`src/rtl/filter_config_sequencer.sv`:
```
// filter_config_sequencer
//   Frame-synchronous scheduler for the Filter_Pipe configuration. On each
//   falling edge of LTM_VD it snapshots the requested filter mode (from the
//   switches, or from an auto-cycling mode counter) together with the flag.
//   The snapshot is committed to the pipe only once the pipe reports idle, so
//   the filter mode never changes in the middle of a frame.
//
//   Optional feature macro: FILTER_CFG_DEFER_CNT_EN
//     defined   -> Deferred_count port exists (saturating count of deferrals)
//     undefined -> no Deferred_count port, no counter
//
// Ports
//   Clock           in   system clock
//   Reset           in   synchronous, active-high reset
//   Enable          in   sequencer enable (LCD running)
//   LTM_VD          in   vertical sync, low during sync, same clock domain
//   Pipe_idle       in   pipe drained, safe to reconfigure
//   Sw_config       in   requested mode in manual mode
//   Sw_flag         in   requested flag value
//   Auto_mode       in   1 = cycle modes automatically, 0 = use Sw_config
//   Frame_period    in   frames per auto step (0 behaves as 1)
//   Filter_config   out  committed config, mode zero-extended to CFG_W
//   Flag            out  committed flag
//   Cfg_update      out  one-cycle pulse after a commit
//   Cfg_pending     out  high while a snapshot waits for Pipe_idle
//   Frame_count     out  vsync falling edges seen while enabled (wraps)
//   Deferred_count  out  deferral count, FILTER_CFG_DEFER_CNT_EN only
//
// States
//   state        | meaning
//   ST_IDLE      | sequencer disabled, nothing snapshotted
//   ST_ARMED     | enabled, waiting for the next vsync falling edge
//   ST_WAIT_IDLE | snapshot held, waiting for Pipe_idle or end of sync window
module filter_config_sequencer #(
   parameter int NUM_MODES = 5,
   parameter int CFG_W     = 32
) (
   input  logic             Clock,
   input  logic             Reset,
   input  logic             Enable,
   input  logic             LTM_VD,
   input  logic             Pipe_idle,
   input  logic [2:0]       Sw_config,
   input  logic [1:0]       Sw_flag,
   input  logic             Auto_mode,
   input  logic [7:0]       Frame_period,
   output logic [CFG_W-1:0] Filter_config,
   output logic [1:0]       Flag,
   output logic             Cfg_update,
   output logic             Cfg_pending,
   output logic [15:0]      Frame_count
`ifdef FILTER_CFG_DEFER_CNT_EN
   ,
   output logic [7:0]       Deferred_count
`endif
);

   localparam logic [3:0] NUM_MODES_L = 4'(NUM_MODES);
   localparam logic [2:0] MODE_LAST   = 3'(NUM_MODES - 1);

   typedef enum logic [1:0] {
      ST_IDLE      = 2'd0,
      ST_ARMED     = 2'd1,
      ST_WAIT_IDLE = 2'd2
   } state_t;

   state_t      state;
   state_t      state_next;

   logic        vd_q;
   logic        fe;
   logic        step_en;
   logic [7:0]  period_lim;
   logic [2:0]  mode_cnt;
   logic [2:0]  mode_step;
   logic [7:0]  period_cnt;
   logic [7:0]  period_step;
   logic [2:0]  req_mode;
   logic [2:0]  snap_mode;
   logic [1:0]  snap_flag;
   logic        snap_en;
   logic        commit;
   logic        defer;

   // Falling edge of vsync and the post-step auto mode. The snapshot must see
   // the stepped value, so the step is computed combinationally here.
   always_comb begin
      fe          = vd_q & ~LTM_VD;
      step_en     = fe & Enable & Auto_mode;
      period_lim  = (Frame_period == 8'd0) ? 8'd0 : Frame_period - 8'd1;
      mode_step   = mode_cnt;
      period_step = period_cnt;
      if (step_en) begin
         if (period_cnt >= period_lim) begin
            period_step = 8'd0;
            mode_step   = (mode_cnt == MODE_LAST) ? 3'd0 : mode_cnt + 3'd1;
         end else begin
            period_step = period_cnt + 8'd1;
         end
      end
      req_mode = Auto_mode ? mode_step : Sw_config;
      if ({1'b0, req_mode} >= NUM_MODES_L) begin
         req_mode = 3'd0;
      end
   end

   always_ff @(posedge Clock) begin
      if (Reset) begin
         state <= ST_IDLE;
      end else begin
         state <= state_next;
      end
   end

   // Enable low overrides everything, including a pending commit.
   always_comb begin
      state_next = state;
      snap_en    = 1'b0;
      commit     = 1'b0;
      defer      = 1'b0;
      if (!Enable) begin
         state_next = ST_IDLE;
      end else begin
         case (state)
            ST_IDLE: begin
               state_next = ST_ARMED;
            end
            ST_ARMED: begin
               if (fe) begin
                  state_next = ST_WAIT_IDLE;
                  snap_en    = 1'b1;
               end
            end
            ST_WAIT_IDLE: begin
               if (Pipe_idle) begin
                  state_next = ST_ARMED;
                  commit     = 1'b1;
               end else if (LTM_VD) begin
                  // sync window over while the pipe is still busy: drop it
                  state_next = ST_ARMED;
                  defer      = 1'b1;
               end
            end
            default: begin
               state_next = ST_IDLE;
            end
         endcase
      end
   end

   assign Cfg_pending = (state == ST_WAIT_IDLE);

   always_ff @(posedge Clock) begin
      if (Reset) begin
         vd_q          <= 1'b1;
         mode_cnt      <= 3'd0;
         period_cnt    <= 8'd0;
         snap_mode     <= 3'd0;
         snap_flag     <= 2'd0;
         Filter_config <= '0;
         Flag          <= 2'd0;
         Cfg_update    <= 1'b0;
         Frame_count   <= 16'd0;
      end else begin
         vd_q       <= LTM_VD;
         Cfg_update <= commit;
         if (step_en) begin
            mode_cnt   <= mode_step;
            period_cnt <= period_step;
         end
         if (snap_en) begin
            snap_mode <= req_mode;
            snap_flag <= Sw_flag;
         end
         if (commit) begin
            Filter_config <= CFG_W'(snap_mode);
            Flag          <= snap_flag;
         end
         if (fe && Enable && (state != ST_IDLE)) begin
            Frame_count <= Frame_count + 16'd1;
         end
      end
   end

`ifdef FILTER_CFG_DEFER_CNT_EN
   always_ff @(posedge Clock) begin
      if (Reset) begin
         Deferred_count <= 8'd0;
      end else if (defer && (Deferred_count != 8'hFF)) begin
         Deferred_count <= Deferred_count + 8'd1;
      end
   end
`endif

endmodule
```
`config.mk`:
```
export PLATFORM = sky130hd
export DESIGN_NAME = filter_config_sequencer
export DESIGN_NICKNAME = d
export VERILOG_FILES = /design/src/rtl/filter_config_sequencer.sv
export SDC_FILE = /design/constraint.sdc
export NUM_CORES = 1
export LEC_CHECK = 0
export BUFFER_PORTS_ARGS = -buffer_cell sky130_fd_sc_hd__buf_2
export CAP_MARGIN = 20
export CORE_ASPECT_RATIO = 1.4
export CORE_MARGIN = 2
export CORE_UTILIZATION = 51
export CTS_CLUSTER_DIAMETER = 120
export DETAILED_ROUTE_END_ITERATION = 6
export GPL_TIMING_DRIVEN = 0
export PLACE_DENSITY = 0.79
export SYNTH_ARGS = -nofsm -noshare
export SYNTH_HDL_FRONTEND = slang
export SYNTH_SLANG_ARGS = --single-unit
```
`constraint.sdc`:
```
create_clock -name Clock -period 3.6 [get_ports Clock]
set_input_delay 0.72 -clock Clock [delete_from_list [all_inputs] [get_ports Clock]]
set_output_delay 0.72 -clock Clock [all_outputs]
set_load 0.05 [all_outputs]
```
==> metrics.md <==
| Metric | Value |
|---|---|
| Status | `finished, final reports clean` |
| Final setup fails | `0` |
| RR Endpoint | `period_cnt[2]` |
| Worst Setup EP | `snap_mode[2]` |
| Vias/cell | `between 4 and 5` |
| CP Cell Sequence | `buf_2 > inv_1 > ha_1 > nor2b_1 > nand3b_1 > or3_1 > and2_1 > ha_1 > a31oi_1 > nor2b_1 > o2111ai_1 > nand3_1 > a31o_2 > a41o_1` |
| Antenna Cells | `0` |
| DRT Pass-1 Iters | `4` |
| Max Root-Sink Buffers | `2` |
| Drt initial violations | `26` |
| CP Max Fanout | `6` |
| Syn-to-layout area delta | `19.7%` |
| Synthesized area per cell | `around 8.6 sq um` |
| Slew Limit Fails | `0` |
| Hold Fails Final Rpt | `0` |
| Via count of the first global-routing pass | `between 1,500 and 2,000` |
| Kind of critical path | `input port to register` |
| H-tree depth | `2` |
| Starting density of the core | `roughly 52%` |
| Gate count of the mapped netlist | `~280` |
| Final Cell Area | `0.00283 sq mm` |
| Die Y | `84.5 um` |
| Num ports | `71` |
| Root Driver | `clkbuf_8` |
| First-pass GRT wire length | `~7.2 mm` |
| Total CTS buffers | `5` |
| Reg2Reg Launch Point | `period_cnt[6]` |
| CTS hold repair buffers | `0` |
| Slowest stage cell, crit path | `or3_1` |
| Row count | `29` |
| Yosys reg bits | `41` |
| CTS clk-pin slew, worst paths | `0.08 ns` |
| Power per cell area | `~320 mW/mm^2` |
| # clock sinks | `41` |
| Maximum vdd drop | `between 0.3 and 0.4 mV` |
| DIE AREA | `around 0.0052 sq mm` |
| CP startpoint | `Frame_period[0]` |
| Placer Congestion | `about 0.77` |
| I/O Buffers | `40` |
| Period minus WS final | `between 3 and 4 ns` |
| Top FF cell, synth | `dfxtp_1` |
| Dpl hpwl | `~3.5 mm` |
| Proportion of layout cells with a drive suffix above 1 | `between 20% and 30%` |
| Number of max-cap violations | `0` |
| Total wire length | `around 4.4 mm` |
| Placed Area | `around 0.0027 sq mm` |
| # resized after CTS | `0` |
| Leak pwr | `about 0.0014 uW` |
| Fin Clk Skew | `around 0.0047 ns` |
| Most frequent cells in the layout | `41 x dfxtp_1, 41 x buf_2, 37 x nor2_1` |
| Total GRT Usage | `roughly 18%` |
| Reg2Reg Setup Slack | `around 1.5 ns` |
| Initial antenna violation count | `0` |
| Utilization after layout | `between 60% and 70%` |
| Worst path top cell family by delay | `simple AND/OR/NAND/NOR gates` |
| FILL cells | `approximately 450` |
| Vias | `1,938` |
| Post-route ant nets | `0` |
| CTS tree | `built` |
| Final period utilization | `a little over nine tenths` |
| Max incr delay on CP | `about 0.4 ns` |
| Mapped Area | `around 0.0024 sq mm` |
| Worst-Skew Late Latency | `about 0.29 ns` |
| Max Fclk | `approximately 300 MHz` |
| Postcts setup bufs | `0` |
| Slew @ Worst Pin | `around 0.62 ns` |
| Remaining Overflow, GRT | `0` |
| Drt wl/cell | `~11 um` |
| CP arrival | `around 3.6 ns` |
| Largest net degree at the start of global routing | `13` |
| Die Width | `approximately 60 um` |
| Count of cell types in the netlist | `47` |
| Worst setup SP type | `input port` |
| Cells on worst reg2reg path | `7` |
| Setup TNS | `0 ns` |
| Crit. End Element | `register` |
| Asr flop ratio synth | `0%` |
| Post-synth EDFFs | `0` |
| CP Buf/Inv Count | `2` |
| Req. time, crit path | `3.79 ns` |
| Syn. warnings | `0` |
| Core ar. | `~0.0045 sq mm` |
| Worst min-delay path class | `register to register` |
| Stages on worst setup path | `14` |
| Unrepaired setup endpoints after global routing | `false` |
| Slew headroom | `58.6%` |
| # DRC | `0` |
| # nets final | `around 380` |
| Sequential area share after synthesis | `around a third` |
==> metal layers <==
layer  part of all wire (%)  GRT usage (%)  vias to the layer above
li1                       -              -                     1026
met1                     40           18.3                      862
met2                     54           33.0                       44
met3                    5.0           4.78                        6
met4                    1.6           6.38                        0
met5                      0              0                        -
==> synthesized netlist by cell type, drive strengths merged, types with 2 or more instances <==
master	count	area (sq um)
o2111ai	2	23.8
clkbuf	4	15.0
nor2	37	139
and3	5	31.3
nor2b	8	50.1
ha	13	163
and3b	2	18.8
xnor2	6	52.6
dfxtp	41	821
mux2i	10	100
nor3b	3	27.5
buf	32	234
or3	6	37.5
nor3	5	30.0
o41ai	2	25.0
nand2b	2	12.5
nand2	19	71.3
nand4	5	31.3
xor2	16	140
nand3b	5	37.5
o21ai	8	40.0
a21oi	11	58.8
nand3	7	35.0
inv	10	37.5
and2	3	18.8
==> worst min-delay path: cells and delay by family (launching register included) <==
family | cells | cell delay [ns]
multiplexers | 1 | 0.06
flip-flops | 1 | 0.32
AND/OR/NAND/NOR | 1 | 0.07
==> worst min-delay path by stage <==
stage | endpoint | cells past startpoint | from | slack, ns
6_report | Flag[0] | 2 | Flag[0] | 0.49
5_1_grt | Frame_count[8] | 2 | Frame_count[8] | 0.52
4_1_cts | Flag[0] | 2 | Flag[0] | 0.50
3_5_place_dp | Flag[0] | 2 | Flag[0] | 0.48
3_3_place_gp | Flag[1] | 2 | Flag[1] | 0.48
2_1_floorplan | Filter_config[2] | 2 | snap_mode[2] | 0.45
==> metrics by stage <==
step / hold WS (ns) / std cells / power (uW) / setup slack, ns
2_1_floorplan: 0.453 / 303 / 601 / 0.328
3_3_place_gp: 0.476 / 405 / 622 / -0.0958
3_5_place_dp: 0.479 / 405 / 624 / -0.123
4_1_cts: 0.497 / 413 / 911 / 0.173
5_1_grt: 0.524 / 413 / 942 / 0.00992
6_report: 0.493 / 413 / 900 / 0.199
==> cell type report <==
cell class | instances | area [sq um] | area share (%)
inverters | 10 | 37.5 | 1.33
repair buffers | 40 | 200 | 7.08
multi-input cells | 216 | 1360 | 48.1
clock inverters | 2 | 10.0 | 0.354
well taps | 62 | 77.6 | 2.74
flip-flops and latches | 41 | 821 | 29.0
plain buffers | 36 | 249 | 8.81
clock buffers | 6 | 72.6 | 2.57
==> cell families after synthesis <==
logic type / after synthesis / share of synthesized area [%]
compound gates: 32 / 9.80
xor+xnor: 22 / 8.16
fa+ha+maj: 13 / 6.89
buf+inv: 46 / 12.1
flops: 41 / 34.8
mux: 10 / 4.24
other cells: 1 / 0.159
simple gates: 110 / 23.8
==> where the power goes <==
part           switching, uW  leakage, uW  internal [uW]  total (uW)
Clock                    152    0.0000450            134         286
Combinational            105      0.00102           48.8         154
Sequential              3.71     0.000331            456         460
Total                    261      0.00140            639         900
==> state kept, by name, summed over array words and instances, names as in the netlist <==
signal         flops
Cfg_update         1
Frame_count       16
period_cnt         8
snap_mode          3
state              2
vd_q               1
mode_cnt           3
Flag               2
snap_flag          2
Filter_config      3
Note: power is estimated with default switching activity, not from simulation.
